===== src/rtl/bus_fifo_slave_pkg.sv =====
// Shared register map, STATUS bit positions and bus base address for the FIFO slave.
package bus_fifo_slave_pkg;

  typedef enum logic [2:0] {
    FIFO_DATA_IN  = 3'd0,
    FIFO_DATA_OUT = 3'd1,
    FIFO_POP      = 3'd2,
    FIFO_STATUS   = 3'd3,
    FIFO_CTRL     = 3'd4,
    FIFO_THRESH   = 3'd5,
    FIFO_RSVD6    = 3'd6,
    FIFO_RSVD7    = 3'd7
  } fifo_reg_e;

  localparam int unsigned ST_OVF   = 7;
  localparam int unsigned ST_UDF   = 6;
  localparam int unsigned ST_FULL  = 5;
  localparam int unsigned ST_EMPTY = 4;

  localparam int unsigned CTRL_IRQ_EN = 0;
  localparam int unsigned CTRL_CLEAR  = 1;

  localparam logic [15:0] FIFO_BASE_ADDR = 16'h0300;

endpackage


===== src/rtl/bus_fifo_slave_mem.sv =====
// FIFO storage: synchronous write, asynchronous read, no reset.
module fifo_mem #(
  parameter int unsigned DATA_WIDTH = 32,
  parameter int unsigned DEPTH      = 8,
  parameter int unsigned PTR_WIDTH  = 3
) (
  input  logic                  clk,
  input  logic                  we_i,
  input  logic [PTR_WIDTH-1:0]  waddr_i,
  input  logic [DATA_WIDTH-1:0] wdata_i,
  input  logic [PTR_WIDTH-1:0]  raddr_i,
  output logic [DATA_WIDTH-1:0] rdata_o
);

  logic [DATA_WIDTH-1:0] mem_q [DEPTH];

  always_ff @(posedge clk) begin
    if (we_i) mem_q[waddr_i] <= wdata_i;
  end

  assign rdata_o = mem_q[raddr_i];

endmodule


===== src/rtl/bus_fifo_slave.sv =====
// Memory-mapped FIFO peripheral on the BUS slave side with sticky error flags
// and a programmable occupancy-threshold level interrupt.
module bus_fifo_slave
  import bus_fifo_slave_pkg::*;
#(
  parameter int unsigned DATA_WIDTH = 32,
  parameter int unsigned ADDR_WIDTH = 16,
  parameter int unsigned DEPTH      = 8,
  parameter int unsigned CNT_WIDTH  = 4
) (
  input  logic                  clk,
  input  logic                  reset_n,
  input  logic                  s_sel,
  input  logic                  s_wr,
  input  logic [ADDR_WIDTH-1:0] s_addr,
  input  logic [DATA_WIDTH-1:0] s_din,
  output logic [DATA_WIDTH-1:0] s_dout,
  output logic                  irq
);

  localparam int unsigned PTR_WIDTH = $clog2(DEPTH);
  localparam logic [CNT_WIDTH-1:0] FULL_CNT = CNT_WIDTH'(DEPTH);

  logic [CNT_WIDTH-1:0]  count_q, count_d;
  logic [PTR_WIDTH-1:0]  wr_ptr_q, wr_ptr_d;
  logic [PTR_WIDTH-1:0]  rd_ptr_q, rd_ptr_d;
  logic                  ovf_q, ovf_d;
  logic                  udf_q, udf_d;
  logic                  irq_en_q, irq_en_d;
  logic [CNT_WIDTH-1:0]  thresh_q, thresh_d;
  logic [DATA_WIDTH-1:0] dout_q, dout_d;
  logic                  irq_q, irq_d;

  logic                  full, empty, mem_we;
  logic [DATA_WIDTH-1:0] head, rdata;
  fifo_reg_e             reg_sel;
  logic                  unused_addr;

  assign unused_addr = &{1'b0, s_addr[ADDR_WIDTH-1:3]};
  assign reg_sel     = fifo_reg_e'(s_addr[2:0]);
  assign full        = (count_q == FULL_CNT);
  assign empty       = (count_q == '0);

  fifo_mem #(
    .DATA_WIDTH(DATA_WIDTH),
    .DEPTH     (DEPTH),
    .PTR_WIDTH (PTR_WIDTH)
  ) u_mem (
    .clk    (clk),
    .we_i   (mem_we),
    .waddr_i(wr_ptr_q),
    .wdata_i(s_din),
    .raddr_i(rd_ptr_q),
    .rdata_o(head)
  );

  // Read mux operates on pre-edge state; unmapped and write-only offsets read 0.
  always_comb begin
    rdata = '0;
    unique case (reg_sel)
      FIFO_DATA_OUT: rdata = empty ? '0 : head;
      FIFO_STATUS: begin
        rdata[ST_OVF]          = ovf_q;
        rdata[ST_UDF]          = udf_q;
        rdata[ST_FULL]         = full;
        rdata[ST_EMPTY]        = empty;
        rdata[CNT_WIDTH-1:0]   = count_q;
      end
      FIFO_CTRL:   rdata[CTRL_IRQ_EN]   = irq_en_q;
      FIFO_THRESH: rdata[CNT_WIDTH-1:0] = thresh_q;
      default:     rdata = '0;
    endcase
  end

  always_comb begin
    count_d  = count_q;
    wr_ptr_d = wr_ptr_q;
    rd_ptr_d = rd_ptr_q;
    ovf_d    = ovf_q;
    udf_d    = udf_q;
    irq_en_d = irq_en_q;
    thresh_d = thresh_q;
    mem_we   = 1'b0;
    dout_d   = (s_sel && !s_wr) ? rdata : '0;

    if (s_sel && s_wr) begin
      unique case (reg_sel)
        FIFO_DATA_IN: begin
          if (full) begin
            ovf_d = 1'b1;
          end else begin
            mem_we   = reset_n;
            wr_ptr_d = wr_ptr_q + 1'b1;
            count_d  = count_q + 1'b1;
          end
        end
        FIFO_POP: begin
          if (empty) begin
            udf_d = 1'b1;
          end else begin
            rd_ptr_d = rd_ptr_q + 1'b1;
            count_d  = count_q - 1'b1;
          end
        end
        FIFO_STATUS: begin
          if (s_din[ST_OVF]) ovf_d = 1'b0;
          if (s_din[ST_UDF]) udf_d = 1'b0;
        end
        FIFO_CTRL: begin
          irq_en_d = s_din[CTRL_IRQ_EN];
          if (s_din[CTRL_CLEAR]) begin
            count_d  = '0;
            wr_ptr_d = '0;
            rd_ptr_d = '0;
          end
        end
        FIFO_THRESH: thresh_d = s_din[CNT_WIDTH-1:0];
        default: ;
      endcase
    end

    irq_d = irq_en_d && (count_d >= thresh_d) && (thresh_d != '0);
  end

  always_ff @(posedge clk) begin
    if (!reset_n) begin
      count_q  <= '0;
      wr_ptr_q <= '0;
      rd_ptr_q <= '0;
      ovf_q    <= 1'b0;
      udf_q    <= 1'b0;
      irq_en_q <= 1'b0;
      thresh_q <= '0;
      dout_q   <= '0;
      irq_q    <= 1'b0;
    end else begin
      count_q  <= count_d;
      wr_ptr_q <= wr_ptr_d;
      rd_ptr_q <= rd_ptr_d;
      ovf_q    <= ovf_d;
      udf_q    <= udf_d;
      irq_en_q <= irq_en_d;
      thresh_q <= thresh_d;
      dout_q   <= dout_d;
      irq_q    <= irq_d;
    end
  end

  assign s_dout = dout_q;
  assign irq    = irq_q;

endmodule


===== config.mk =====
export PLATFORM = sky130hd
export DESIGN_NAME = bus_fifo_slave
export DESIGN_NICKNAME = d
export VERILOG_FILES = /design/src/rtl/bus_fifo_slave_pkg.sv /design/src/rtl/bus_fifo_slave_mem.sv /design/src/rtl/bus_fifo_slave.sv
export SDC_FILE = /design/constraint.sdc
export NUM_CORES = 1
export LEC_CHECK = 0
export CAP_MARGIN = 40
export CELL_PAD_IN_SITES_DETAIL_PLACEMENT = 1
export CELL_PAD_IN_SITES_GLOBAL_PLACEMENT = 1
export CORE_MARGIN = 4
export CORE_UTILIZATION = 35
export CTS_BUF_LIST = sky130_fd_sc_hd__clkbuf_16
export DETAILED_ROUTE_END_ITERATION = 8
export PLACE_DENSITY = 0.69
export SYNTH_ARGS = -nofsm -noshare
export SYNTH_HDL_FRONTEND = slang
export SYNTH_SLANG_ARGS = --single-unit

===== constraint.sdc =====
create_clock -name clk -period 5.7 [get_ports clk]
set_input_delay 1.14 -clock clk [delete_from_list [all_inputs] [get_ports clk]]
set_output_delay 1.14 -clock clk [all_outputs]
set_load 0.05 [all_outputs]

==> results.yml <==
synth:
  muxShareOfSynthArea: 0.154
  ys_ff_latch: 309
  synth_edf_count: 256
  synthArstFlopShare: 0
  synth_top_area_frac: 0.650
  synth.avg_cell_area_sq_um: 19.3
  yosys.area_share.simple: 0.0491
  synthCells: 612
  synth_largest_area_cell: "edfxtp_1"
  synthesis.area_sq_mm: 0.0118
  synth_top_family_by_area: "multiplexers"
  yosysSeqAreaShare: 0.739
  synth_compound_area_frac: 0.0290
  synthAdderAreaFrac: 0.00846
  yosysUniqueCellTypes: 55
  synthesis.nets: 672
  synth_area_leaders: "edfxtp_1, mux4_2, dfxtp_1"
  yosys_warnings: 0
  ys.flop_type: "edfxtp_1"
  synthXorXnorAreaFrac: 0.00148
pwr:
  combPwrFrac: 0.022
  p_clk_frac: 0.441
  p_sw_frac: 0.202
  internal-power_mw: 3.64
  power_mw: 4.56
  p_per_area_mw_per_mm2: 322
  ir_worst_vdd_mv: 0.196
  switchingPower_mw: 0.922
  seq_power_share: 0.536
  p_leak_nw: 4.43
timing:
  drv_slew: 0
  period_share: 0.654
  min_period_ns: 3.73
  whs_ns: 0.510
  setup_tns_ns: 0
  skew_ns: 0.0172
  relSlewSlack: 0.462
  fin_ws_ns: 1.97
  rsz0062_at_grt: "false"
  hold_viol: 0
  finalSetupViolCount: 0
  fmax_ghz: 0.268
  worst-slew-pin-transition_ns: 0.807
setup_path:
  rrSetupSlack_ns: 2.72
  worst-path-buf-inv: 2
  rr_startpoint: "count_q[0]"
  cpMaxStageDelayCell: "clkdlybuf4s50_1"
  required_ns: 5.87
  slowest_delay_ns: 0.68
  arrival_ns: 3.90
  crit_family: "simple AND/OR/NAND/NOR gates"
  r2r_cells: 7
  crit_type: "in -> reg"
  path_max_fanout: 20
  critPathCaptureType: "flop"
  path_cells: "clkdlybuf4s50_1 -> and4bb_1 -> and2_1 -> nand4_1 -> nor2_4 -> buf_4"
  rr_endpoint: "u_mem.mem_q[4][18]"
  critPathLaunchType: "input pin"
cts:
  cts_hold_buffers: 0
  cts_tree: "done"
  numClockSinks: 309
  clk_pin_slew_worst_paths_ns: 0.06
  cts_made_buffers: 35
  post_cts_buffers: 0
  clock_latency_ns: 0.52
  htree_levels: 2
  cts_root_buf: "clkbuf_16"
  ctsResizeCount: 0
  clockBufferDepth: 3
global_route:
  grt_start_max_net_pins: 47
  antenna_found_initial: 0
  grt_pass1_vias: 6420
  gr-total-overflow: 0
  grt_pass1_wl_mm: 38.5
  track_usage: 0.137
cells_and_area:
  layout-drive-gt1-share: 0.196
  n_antenna_cell: 0
  fin_nets: 763
  fin_util: 0.423
  final_cells: 1177
  nFillCells: 3196
  final_area_sq_mm: 0.0142
  syn2layout_area_growth_pct: 19.6
hold_path:
  min_path_type: "reg -> reg"
  hold_path_depth: 2
  worstHoldEndpoint: "wr_ptr_q[0]"
  min_from: "wr_ptr_q[0]"
detailed_routing:
  drtIter0Drc: 396
  num_vias: 5918
  wl_per_cell_um: 21.1
  via_per_inst: 5.03
  wirelength_mm: 24.8
  antenna_left: 0
  drcViolationCount: 0
  firstDrtPassIters: 4
placed_design:
  gp_congestion: 0.764
  place_hpwl_mm: 14.9
  numPortBuffers: 71
  placed_cell_area_sq_mm: 0.0131
  dp_cells: 1114
  dp_slack_ns: 1.44
floorplanning:
  die_area_sq_mm: 0.0368
  chipWidth_um: 192
  pin_count: 85
  coreArea_sq_mm: 0.0334
  fp-row-count: 67
  die_h_um: 192
  start_util: 0.354
run:
  drv_cap: 0
status:
  status: "completed"
placed cells by master (no fill, tap or decap), types with 2 or more instances in the layout:
master | synthesis | final
nor4b_2 | 2 | 2
nor3_1 | 5 | 4
buf_4 | 6 | 13
clkbuf_16 | 0 | 36
clkinv_1 | 0 | 9
inv_1 | 5 | 15
o22ai_1 | 6 | 6
ha_1 | 8 | 8
dfxtp_4 | 0 | 2
nand3b_1 | 2 | 2
clkinv_8 | 0 | 2
nor2_1 | 41 | 35
a221o_1 | 2 | 2
dfxtp_1 | 53 | 50
clkdlybuf4s50_1 | 0 | 71
xor2_1 | 2 | 2
nand2b_1 | 6 | 6
edfxtp_1 | 256 | 256
a22oi_1 | 5 | 5
o2bb2ai_1 | 3 | 3
mux4_2 | 63 | 63
nor2b_1 | 4 | 4
clkinv_2 | 0 | 3
mux2i_1 | 38 | 38
nand3_1 | 6 | 6
or3_1 | 4 | 4
mux2_2 | 2 | 2
nand2_1 | 13 | 13
a21oi_1 | 12 | 12
nor4_1 | 2 | 2
a22o_1 | 2 | 2
nor2_4 | 0 | 6
and2_1 | 5 | 5
o21ai_0 | 5 | 5
nor3b_1 | 3 | 3
a31oi_1 | 3 | 3
per-layer routing:
| metal | wire [um] | GRT usage |
|---|---|---|
| met5 | 0 | 0 |
| met3 | 1140 | 0.0249 |
| met1 | 11500 | 0.198 |
| met4 | 354 | 0.0304 |
| met2 | 11800 | 0.220 |
worst register-to-register path, delay by kind of cell, from the launching register on:
kind                     cells  cell delay (ns)
AO/OA/AOI/OAI                1             0.15
adder cells (fa/ha/maj)      1             0.30
buffers and inverters        2             0.50
flip-flops                   1             0.47
AND/OR/NAND/NOR              3             1.21
synthesized netlist by cell type, types with 4 or more instances:
library cell / count
mux4_2: 63
mux2i_1: 38
nor2_1: 41
nor2b_1: 4
a21oi_1: 12
or3_1: 4
and2_1: 5
a22oi_1: 5
nor3_1: 5
ha_1: 8
nand3_1: 6
dfxtp_1: 53
nand2b_1: 6
o22ai_1: 6
o21ai_0: 5
buf_2: 19
nand2_1: 13
edfxtp_1: 256
buf_4: 6
buf_6: 5
inv_1: 5
cell type report:
type                    instances  area (sq um)  share of cell area
clock buffers                  36           901              0.0636
clock inverters                27           148              0.0104
inverters                       5          18.8             0.00133
multi-input cells             266          2920               0.206
flip-flops and latches        309          8760               0.618
well taps                     448           561              0.0396
repair buffers                 86           856              0.0604
flip-flops by register name, summed over array words and instances, names as in the netlist, named ones only:
name / count
irq_en_q: 1
u_mem.mem_q: 256
irq: 1
rd_ptr_q: 3
count_q: 4
ovf_q: 1
thresh_q: 4
udf_q: 1
s_dout: 32
wr_ptr_q: 3
how the worst max path moves through the flow:
| stage | from | endpoint | slack, ns | cells after the start |
|---|---|---|---|---|
| 2_1_floorplan | s_addr[1] | u_mem.mem_q[1][0] | 1.15 | 5 |
| 3_3_place_gp | s_addr[0] | u_mem.mem_q[7][8] | 1.51 | 6 |
| 3_5_place_dp | s_addr[0] | u_mem.mem_q[7][8] | 1.44 | 6 |
| 4_1_cts | s_addr[0] | u_mem.mem_q[7][7] | 1.97 | 6 |
| 5_1_grt | s_addr[0] | u_mem.mem_q[7][7] | 1.79 | 6 |
| 6_report | s_addr[0] | u_mem.mem_q[7][7] | 1.97 | 6 |
kinds of logic after synthesis:
| kind of cell | Yosys count |
|---|---|
| buffers and inverters | 37 |
| AO/OA/AOI/OAI | 49 |
| flip-flops | 309 |
| multiplexers | 103 |
| XOR/XNOR | 2 |
| adder cells (fa/ha/maj) | 8 |
| AND/OR/NAND/NOR | 104 |
power groups by stage:
stage	registers [mW]	clock network [mW]	logic [mW]
2_1_floorplan	2.50	0	0.0414
3_3_place_gp	2.50	0	0.0990
3_5_place_dp	2.50	0	0.103
4_1_cts	2.45	2.07	0.103
5_1_grt	2.45	2.18	0.112
6_report	2.45	2.01	0.102
Note: power is estimated with default switching activity, not from simulation.
